==> src/rtl/boruss_cpu_core.sv <==
// Boruss CPU core: multi-cycle fetch/execute machine with a parametrised register file,
// registered Z/C/N flags and req/ack instruction and data ports that tolerate wait states.
module boruss_cpu_core #(
  parameter int  DATA_W    = 8,
  parameter int  REG_COUNT = 4,
  localparam int RSEL_W    = $clog2(REG_COUNT)
) (
  input  logic              clk,
  input  logic              reset,
  output logic              imem_req,
  output logic [7:0]        imem_addr,
  input  logic              imem_ack,
  input  logic [15:0]       imem_rdata,
  output logic              dmem_req,
  output logic              dmem_we,
  output logic [7:0]        dmem_addr,
  output logic [DATA_W-1:0] dmem_wdata,
  input  logic              dmem_ack,
  input  logic [DATA_W-1:0] dmem_rdata,
  output logic [7:0]        pc,
  output logic [2:0]        cpu_state,
  output logic [2:0]        flags,
  output logic              halted,
  output logic [7:0]        led_out,
  input  logic [RSEL_W-1:0] debug_sel,
  output logic [DATA_W-1:0] debug_data
);

  typedef enum logic [2:0] {
    ST_BOOT  = 3'd0,
    ST_FETCH = 3'd1,
    ST_EXEC  = 3'd2,
    ST_MEM   = 3'd3,
    ST_HALT  = 3'd4
  } state_t;

  localparam logic [3:0] OP_LDI = 4'h8;
  localparam logic [3:0] OP_LD  = 4'h9;
  localparam logic [3:0] OP_ST  = 4'hA;
  localparam logic [3:0] OP_JMP = 4'hB;
  localparam logic [3:0] OP_JZ  = 4'hC;
  localparam logic [3:0] OP_JNZ = 4'hD;
  localparam logic [3:0] OP_JC  = 4'hE;
  localparam logic [3:0] OP_CMP = 4'hF;

  state_t            r_state;
  logic [7:0]        r_pc;
  logic [15:0]       r_ir;
  logic [2:0]        r_flags;
  logic [DATA_W-1:0] r_wdata;
  logic [DATA_W-1:0] r_regs [REG_COUNT];

  logic [3:0]        w_op;
  logic [RSEL_W-1:0] w_rd;
  logic [RSEL_W-1:0] w_rs;
  logic [7:0]        w_imm8;
  logic [DATA_W-1:0] w_imm;
  logic [DATA_W-1:0] w_rd_val;
  logic [DATA_W-1:0] w_rs_val;
  logic              w_is_hlt;
  logic              w_jump_taken;
  logic              w_unused_ir;

  assign w_op        = r_ir[15:12];
  assign w_rd        = r_ir[8 +: RSEL_W];
  assign w_rs        = r_ir[4 +: RSEL_W];
  assign w_imm8      = r_ir[7:0];
  assign w_imm       = DATA_W'(w_imm8);
  assign w_rd_val    = r_regs[w_rd];
  assign w_rs_val    = r_regs[w_rs];
  assign w_is_hlt    = (w_op == OP_CMP) && (r_ir[3:0] == 4'hF);
  assign w_unused_ir = ^r_ir;

  // ALU: CMP shares the subtract path; the extra top bit carries C for every op.
  logic [2:0]        w_alu_sel;
  logic [DATA_W:0]   w_alu_wide;
  logic [DATA_W-1:0] w_alu_res;
  logic              w_alu_c;
  logic              w_alu_z;
  logic              w_alu_n;

  assign w_alu_sel = (w_op == OP_CMP) ? 3'd1 : w_op[2:0];

  // NOTE: every combinational output gets a default before the case, so no path can infer a latch.
  always_comb begin
    w_alu_wide = '0;
    case (w_alu_sel)
      3'd0: w_alu_wide = {1'b0, w_rd_val} + {1'b0, w_rs_val};
      3'd1: w_alu_wide = {1'b0, w_rd_val} - {1'b0, w_rs_val};
      3'd2: w_alu_wide = {1'b0, w_rd_val & w_rs_val};
      3'd3: w_alu_wide = {1'b0, w_rd_val | w_rs_val};
      3'd4: w_alu_wide = {1'b0, w_rd_val ^ w_rs_val};
      3'd5: w_alu_wide = {1'b0, ~w_rs_val};
      3'd6: w_alu_wide = {w_rs_val, 1'b0};
      3'd7: w_alu_wide = {w_rs_val[0], 1'b0, w_rs_val[DATA_W-1:1]};
      default: w_alu_wide = '0;
    endcase
  end

  assign w_alu_res = w_alu_wide[DATA_W-1:0];
  assign w_alu_c   = w_alu_wide[DATA_W];
  assign w_alu_z   = (w_alu_res == '0);
  assign w_alu_n   = w_alu_res[DATA_W-1];

  always_comb begin
    w_jump_taken = 1'b0;
    case (w_op)
      OP_JMP:  w_jump_taken = 1'b1;
      OP_JZ:   w_jump_taken = r_flags[0];
      OP_JNZ:  w_jump_taken = ~r_flags[0];
      OP_JC:   w_jump_taken = r_flags[1];
      default: w_jump_taken = 1'b0;
    endcase
  end

  // NOTE: sequential state uses non-blocking assignments so every register samples pre-edge values.
  always_ff @(posedge clk or posedge reset) begin
    if (reset) begin
      r_state <= ST_BOOT;
      r_pc    <= '0;
      r_ir    <= '0;
      r_flags <= '0;
      r_wdata <= '0;
      // NOTE: the register file is architecturally cleared by reset, so it is built from flops, not RAM.
      for (int i = 0; i < REG_COUNT; i++) r_regs[i] <= '0;
    end else begin
      case (r_state)
        ST_BOOT: r_state <= ST_FETCH;
        ST_FETCH: begin
          if (imem_ack) begin
            r_ir    <= imem_rdata;
            r_pc    <= r_pc + 8'd1;
            r_state <= ST_EXEC;
          end
        end
        ST_EXEC: begin
          r_state <= ST_FETCH;
          if (!w_op[3]) begin
            r_regs[w_rd] <= w_alu_res;
            r_flags      <= {w_alu_n, w_alu_c, w_alu_z};
          end else begin
            case (w_op)
              OP_LDI: r_regs[w_rd] <= w_imm;
              OP_LD, OP_ST: begin
                r_wdata <= w_rd_val;
                r_state <= ST_MEM;
              end
              OP_JMP, OP_JZ, OP_JNZ, OP_JC: begin
                if (w_jump_taken) r_pc <= w_imm8;
              end
              default: begin
                if (w_is_hlt) r_state <= ST_HALT;
                else          r_flags <= {w_alu_n, w_alu_c, w_alu_z};
              end
            endcase
          end
        end
        ST_MEM: begin
          if (dmem_ack) begin
            if (w_op == OP_LD) r_regs[w_rd] <= dmem_rdata;
            r_state <= ST_FETCH;
          end
        end
        ST_HALT: r_state <= ST_HALT;
        default: r_state <= ST_BOOT;
      endcase
    end
  end

  // Requests are decoded from state so an asynchronous reset withdraws them immediately.
  assign imem_req   = (r_state == ST_FETCH);
  assign imem_addr  = r_pc;
  assign dmem_req   = (r_state == ST_MEM);
  assign dmem_we    = dmem_req && (w_op == OP_ST);
  assign dmem_addr  = w_imm8;
  assign dmem_wdata = r_wdata;
  assign pc         = r_pc;
  assign cpu_state  = r_state;
  assign flags      = r_flags;
  assign halted     = (r_state == ST_HALT);
  assign led_out    = 8'(r_regs[0]);
  assign debug_data = r_regs[debug_sel];

endmodule
==> config.mk <==
export PLATFORM = sky130hd
export DESIGN_NAME = boruss_cpu_core
export DESIGN_NICKNAME = d
export VERILOG_FILES = /design/src/rtl/boruss_cpu_core.sv
export SDC_FILE = /design/constraint.sdc
export NUM_CORES = 1
export LEC_CHECK = 0
export BUFFER_PORTS_ARGS = -buffer_cell sky130_fd_sc_hd__buf_2
export CAP_MARGIN = 40
export CORE_MARGIN = 2
export CORE_UTILIZATION = 35
export DETAILED_ROUTE_END_ITERATION = 12
export SYNTH_ARGS = -nofsm -noshare
export SYNTH_HDL_FRONTEND = slang
export SYNTH_SLANG_ARGS = --single-unit
==> constraint.sdc <==
create_clock -name clk -period 4.17 [get_ports clk]
set_input_delay 0.2085 -clock clk [delete_from_list [all_inputs] [get_ports clk]]
set_output_delay 0.2085 -clock clk [all_outputs]
set_load 0.01 [all_outputs]
# ---- Word-level counts from Yosys, hierarchy flattened
# Cells that the tools add are included.
dict set report word_totals {
  reg_bits 70
  inputBits 30
  out_inout_bits 58
  wordCells 107
}
dict set report op_classes {
  add_sub_neg 3
  magnitude_cmp 4
  eq_ne 29
  n_mux 36
  bitwise 8
  n_reduce_logical 18
}
# cell count
set op_table {}
lappend op_table {{$mux 32} 4}
lappend op_table {{$bwmux 32} 3}
lappend op_table {{$mux 8} 11}
lappend op_table {{$pmux 9 s8} 1}
lappend op_table {{$pmux 32 s2} 1}
lappend op_table {{$bmux 8 s2} 3}
lappend op_table {{$eq 4x4->1 const B} 9}
lappend op_table {{$mux 3} 8}
lappend op_table {{$demux 8 s2} 1}
lappend op_table {{$pmux 8 s2} 1}
lappend op_table {{$eq 3x3->1 const B} 5}
lappend op_table {{$pmux 3 s5} 1}
lappend op_table {{$eq 3x2->1 const B} 4}
lappend op_table {{$ne 2x2->1 const B} 5}
lappend op_table {{$add 8x8->9} 1}
lappend op_table {{$ge 3x3->1 const B} 3}
lappend op_table {{$not 2->3} 3}
lappend op_table {{$sub 8x8->9} 1}
lappend op_table {{$add 8x1->8 const B} 1}
lappend op_table {{$and 8x8->8} 1}
lappend op_table {{$logic_not 8->1} 1}
lappend op_table {{$not 8->8} 1}
lappend op_table {{$or 8x8->8} 1}
lappend op_table {{$xor 8x8->8} 1}
lappend op_table {{other kinds (18)} 27}

# ---- Logic depth before layout (Yosys ltp)
dict set report depth {
  word_depth 10
  depth_mapped 15
  mapped_depth_nobuf 14
}

# ---- Worst setup path after synthesis
# OpenSTA, ideal clock, no wires.
dict set report synth_path {
  path_type {reg2reg}
  from {reg r_ir[4]}
  to {reg r_regs[7] (netlist name)}
  setup_ns 0.066
  arrival_ns 3.337
  t_required_ns 4.104
  path_slack_ns 0.767
  stages_incl_launch_ff 14
  n_path_buf 1
  synth_period_minus_slack_ns 3.403
  path_cell_list {dfrtp_1 > buf_6 > mux4_2 > nor4_1 > a21oi_1 > xnor2_1 > ha_1 > a21oi_1 > a21boi_0 > o31a_1 > o21a_1 > or2_1 > o31ai_1 > a22o_1}
}
dict set report synth_via {
  elab_chain_len 9
  word_cells_on_any_way 14
  classes_between {add/sub (2); mux (7); bitwise (5)}
}
# element line_no
set synth_lines {}
lappend synth_lines {{from (decl)} 48} ;# logic [15:0] r_ir;
lappend synth_lines {{from (signal assigned)} 131} ;# r_ir <= imem_rdata;
lappend synth_lines {{$not 2->3 (not written as such) *} 70} ;# assign w_rs_val = r_regs[w_rs];
lappend synth_lines {{$bmux 8 s2 *} 70}
lappend synth_lines {{$mux 8 (not written as such) * (2 in a row)} 70}
lappend synth_lines {{$sub 8x8->9, or another cell as far along} 89} ;# 3'd1: w_alu_wide = {1'b0, w_rd_val} - {1'b0, w_rs_val};
lappend synth_lines {{$pmux 9 s8 *} 87} ;# case (w_alu_sel)
lappend synth_lines {{$bwmux 32 *} 139} ;# r_regs[w_rd] <= w_alu_res;
lappend synth_lines {{$mux 32 *} 138} ;# if (!w_op[3]) begin
lappend synth_lines {{$pmux 32 s2 *} 127} ;# case (r_state)
lappend synth_lines {{to (signal, indexed assignment)} 139}
lappend synth_lines {{to (signal, indexed assignment)} 143} ;# OP_LDI: r_regs[w_rd] <= w_imm;
lappend synth_lines {{to (signal, indexed assignment)} 160} ;# if (w_op == OP_LD) r_regs[w_rd] <= dmem_rdata;
lappend synth_lines {{to (decl)} 51} ;# logic [DATA_W-1:0] r_regs [REG_COUNT];
# Mark *: on every way between the ends. The rest lies on a longest branch, timed or not. The select of a mux whose other input is x is not followed.
# A chain may end at the register's enable or synchronous reset.

# ---- Worst setup path in the final report
# Same ends and word-level chain as after synthesis.

==> summary.txt <==
Status
  – Status: finished clean

Synth
  – Synthesized instance count: 525
  – Post-synth cell types: 71
  – Mapped cell area: around 5000 µm²
  – FF+latch count, synth: 68
  – Avg Cell Area, Syn: 9.745 µm²
  – EDFF count, synth: 0
  – Top cell type's share of synthesized area: 33.26%
  – Dominant synthesized flop cell: dfrtp_1
  – Synth area leader: dfrtp_1
  – Synth Warn #: 0
  – Ys async rst share: 100.0%
  – Sequential element share of the synthesized area: roughly a third
  – Main area contributors after synthesis: dfrtp_1 (33%), mux4_2 (11%), ha_1 (6.4%), nand2_1 (4.3%), mux2_2 (4.0%)
  – Synth Net Count: 582

Floorplanning
  – Die Ht: 124.9 µm
  – Core outline area: 14420 µm²
  – Effective utilization at floorplan: 35.47%
  – Die area: ~16000 µm²
  – # IOs: 88
  – Core Rows: between 40 and 50
  – Die width: 124.9 µm

Timing
  – Max Slew Vio Count: 0
  – Worst-case clock skew: 0.008734 ns
  – Slew margin rel.: 41.17%
  – Final Hold Vio Count: 0
  – RSZ-0062 raised after global routing: no
  – Setup TNS: 0 ns
  – Slew at the pin closest to its max-slew limit: 0.8824 ns
  – Final worst-path cycle share: 90.82%
  – Fmax: 264.1 MHz
  – Setup violators final: 0
  – Minimum clock period: between 3 and 4 ns

Drt
  – Final ANT Viol Nets: 0
  – M1 WL: ~6.0 mm
  – DRC: 0
  – Met3 WL post-DR: about 600 µm
  – Highest routed layer: met4
  – Drt via density: roughly 5.6
  – Pre-antenna DRT Iters: 5
  – DRT iter0 DRCs: 207
  – DR vias: between 4k and 5k
  – Total Wirelength: 14.26 mm
  – Wire length on met2: 7.190 mm
  – DR WL/cell: approximately 19 µm

Final layout
  – Finished Layout Cells: 767
  – Layout cells sized above 1: 29.85%
  – Finished Cell Area: 5838 µm²
  – # diodes: 0
  – Fin nets: 635
  – Finished Core Util: approximately two fifths
  – Area Overhead vs Synth: 14.11%
  – Fill cells: 1453
  – Most common cell after layout, fill and taps aside: buf_2
  – Commonest cells after routing, fill and taps aside: buf_2 (85), dfrtp_1 (68), nand2_1 (59)

Place
  – IO buf count: 85
  – Placed cell count: 750
  – Post-Place Cell Area: around 5500 µm²
  – Detail Placement HPWL: 10.78 mm
  – Final Wtd Congestion: 0.9245

Global route
  – Initial antenna violation count: 0
  – Largest net degree at the start of global routing: 47
  – Global-route wire length before repair: 22.85 mm
  – Vias in the first global route: between 4k and 5k
  – GRT overflow: 0
  – Total Routing Usage GR: between 10% and 20%

Worst setup path
  – Reg2reg setup slack: ~0.38 ns
  – Cell depth of the worst flop-to-flop path: 14
  – Max FO, Critical Path: 7
  – CP Capture Type: flip-flop
  – Critical path type: reg2reg
  – Worst r2r src: r_ir[4]
  – R2R Path End: r_regs[7]
  – Critical path data required time: 4.45 ns
  – Startpoint Class: flip-flop
  – Data arrival time of the worst path: 4.06 ns

Clocking
  – Post-CTS Repair Setup Buffers: 0
  – Num CTS Buffers: 9
  – Clk_lat worst skew: 0.34 ns
  – H-tree depth: 3
  – Root buf cell: clkbuf_16
  – CTS sink count: 68
  – Clock-pin slew on the worst setup and hold paths: about 0.06 ns
  – Worst-case clock buffer depth: 2
  – CTS tree: done

Min path
  – HP Class: in2reg
  – Hold worst-path end: r_ir[0]
  – Min-delay src: imem_rdata[0]
  – WHS Path Cells: 3

Run
  – Max Cap Viol: 0
==> critical path, stage by stage, from the launching register on <==
cell and delay [ns]:
dfrtp_1 0.53, mux4_2 0.65, inv_1 0.13, ha_1 0.17, and3_1 0.23, nor2_1 0.08
xnor2_1 0.13, ha_1 0.35, o211ai_1 0.21, a211oi_1 0.10, o31a_1 0.30, o21a_1 0.20
or2_1 0.27, o31ai_1 0.23, a22o_1 0.16
==> area by class of cell <==
class                           count  area, µm²  area share, %
Multi-Input combinational cell    375       2944          50.43
Sequential cell                    68       1702          29.15
Timing Repair Buffer               95      503.0          8.616
Clock buffer                       10      239.0          4.093
Tap cell                          184      230.2          3.943
Clock inverter                      6      111.4          1.907
Inverter                           29      108.9          1.865
==> worst max path at each step <==
stage	endpoint	startpoint
4_1_cts	r_regs[7]	r_ir[4]
3_3_place_gp	r_regs[7]	r_ir[4]
2_1_floorplan	r_regs[7]	r_ir[4]
6_report	r_regs[7]	r_ir[4]
5_1_grt	r_regs[7]	r_ir[4]
3_5_place_dp	r_regs[7]	r_ir[4]
==> sequential cells by signal, indices dropped and copies added, names as in the netlist <==
register and count:
r_regs 24, r_ir 14, dmem_wdata 8, imem_addr 8, led_out 8, cpu_state 3, flags 3
==> Yosys cell counts (all sizes together), types with 2 or more instances <==
cell type / number
buf: 39
nand2b: 4
ha: 26
or3: 3
or2: 5
o21ai: 53
a211oi: 5
inv: 29
o31ai: 8
o22a: 4
clkbuf: 13
nor2: 32
and3: 5
a22oi: 5
nor4: 6
xnor2: 9
o211ai: 6
mux2: 18
a21boi: 2
a22o: 6
nand4: 2
o221ai: 3
mux4: 24
o22ai: 4
nand3: 10
a31oi: 7
o211a: 3
o21a: 2
o2bb2ai: 2
o2111ai: 2
nor3: 4
nor3b: 3
a21oi: 24
dfrtp: 68
nand2: 59
a221oi: 2
o21bai: 2
mux2i: 6
nor2b: 4
==> logic make-up after synthesis <==
group	count (synthesis)	share of synthesized area, %
fa+ha+maj	27	6.750
simple gates	144	13.84
mux	48	15.70
flops	68	33.26
buf+inv	82	9.195
compound gates	146	19.54
xor+xnor	10	1.712
==> metal layers <==
layer	global-route usage, %	up-vias
met3	2.706	26
met5	0	-
met1	23.11	2105
li1	-	2006
met4	8.301	0
met2	32.05	122
==> stage by stage <==
step,hold slack [ns],setup slack (ns)
2_1_floorplan,0.3253,0.7671
3_3_place_gp,0.2644,0.5043
3_5_place_dp,0.2699,0.4108
4_1_cts,0.05732,0.4013
5_1_grt,0.09357,0.1224
6_report,0.06875,0.3830
==> repair_timing <==
| action | 4_1_cts | 5_1_grt |
|---|---|---|
| resized for setup | 0 | 0 |
| hold endpoints to repair | 22 | 0 |
| hold buffers | 1 | 0 |
Power is left out: the tool's default activity adds up to more than one toggle a clock period on the data nets, which glitch-free logic cannot reach.
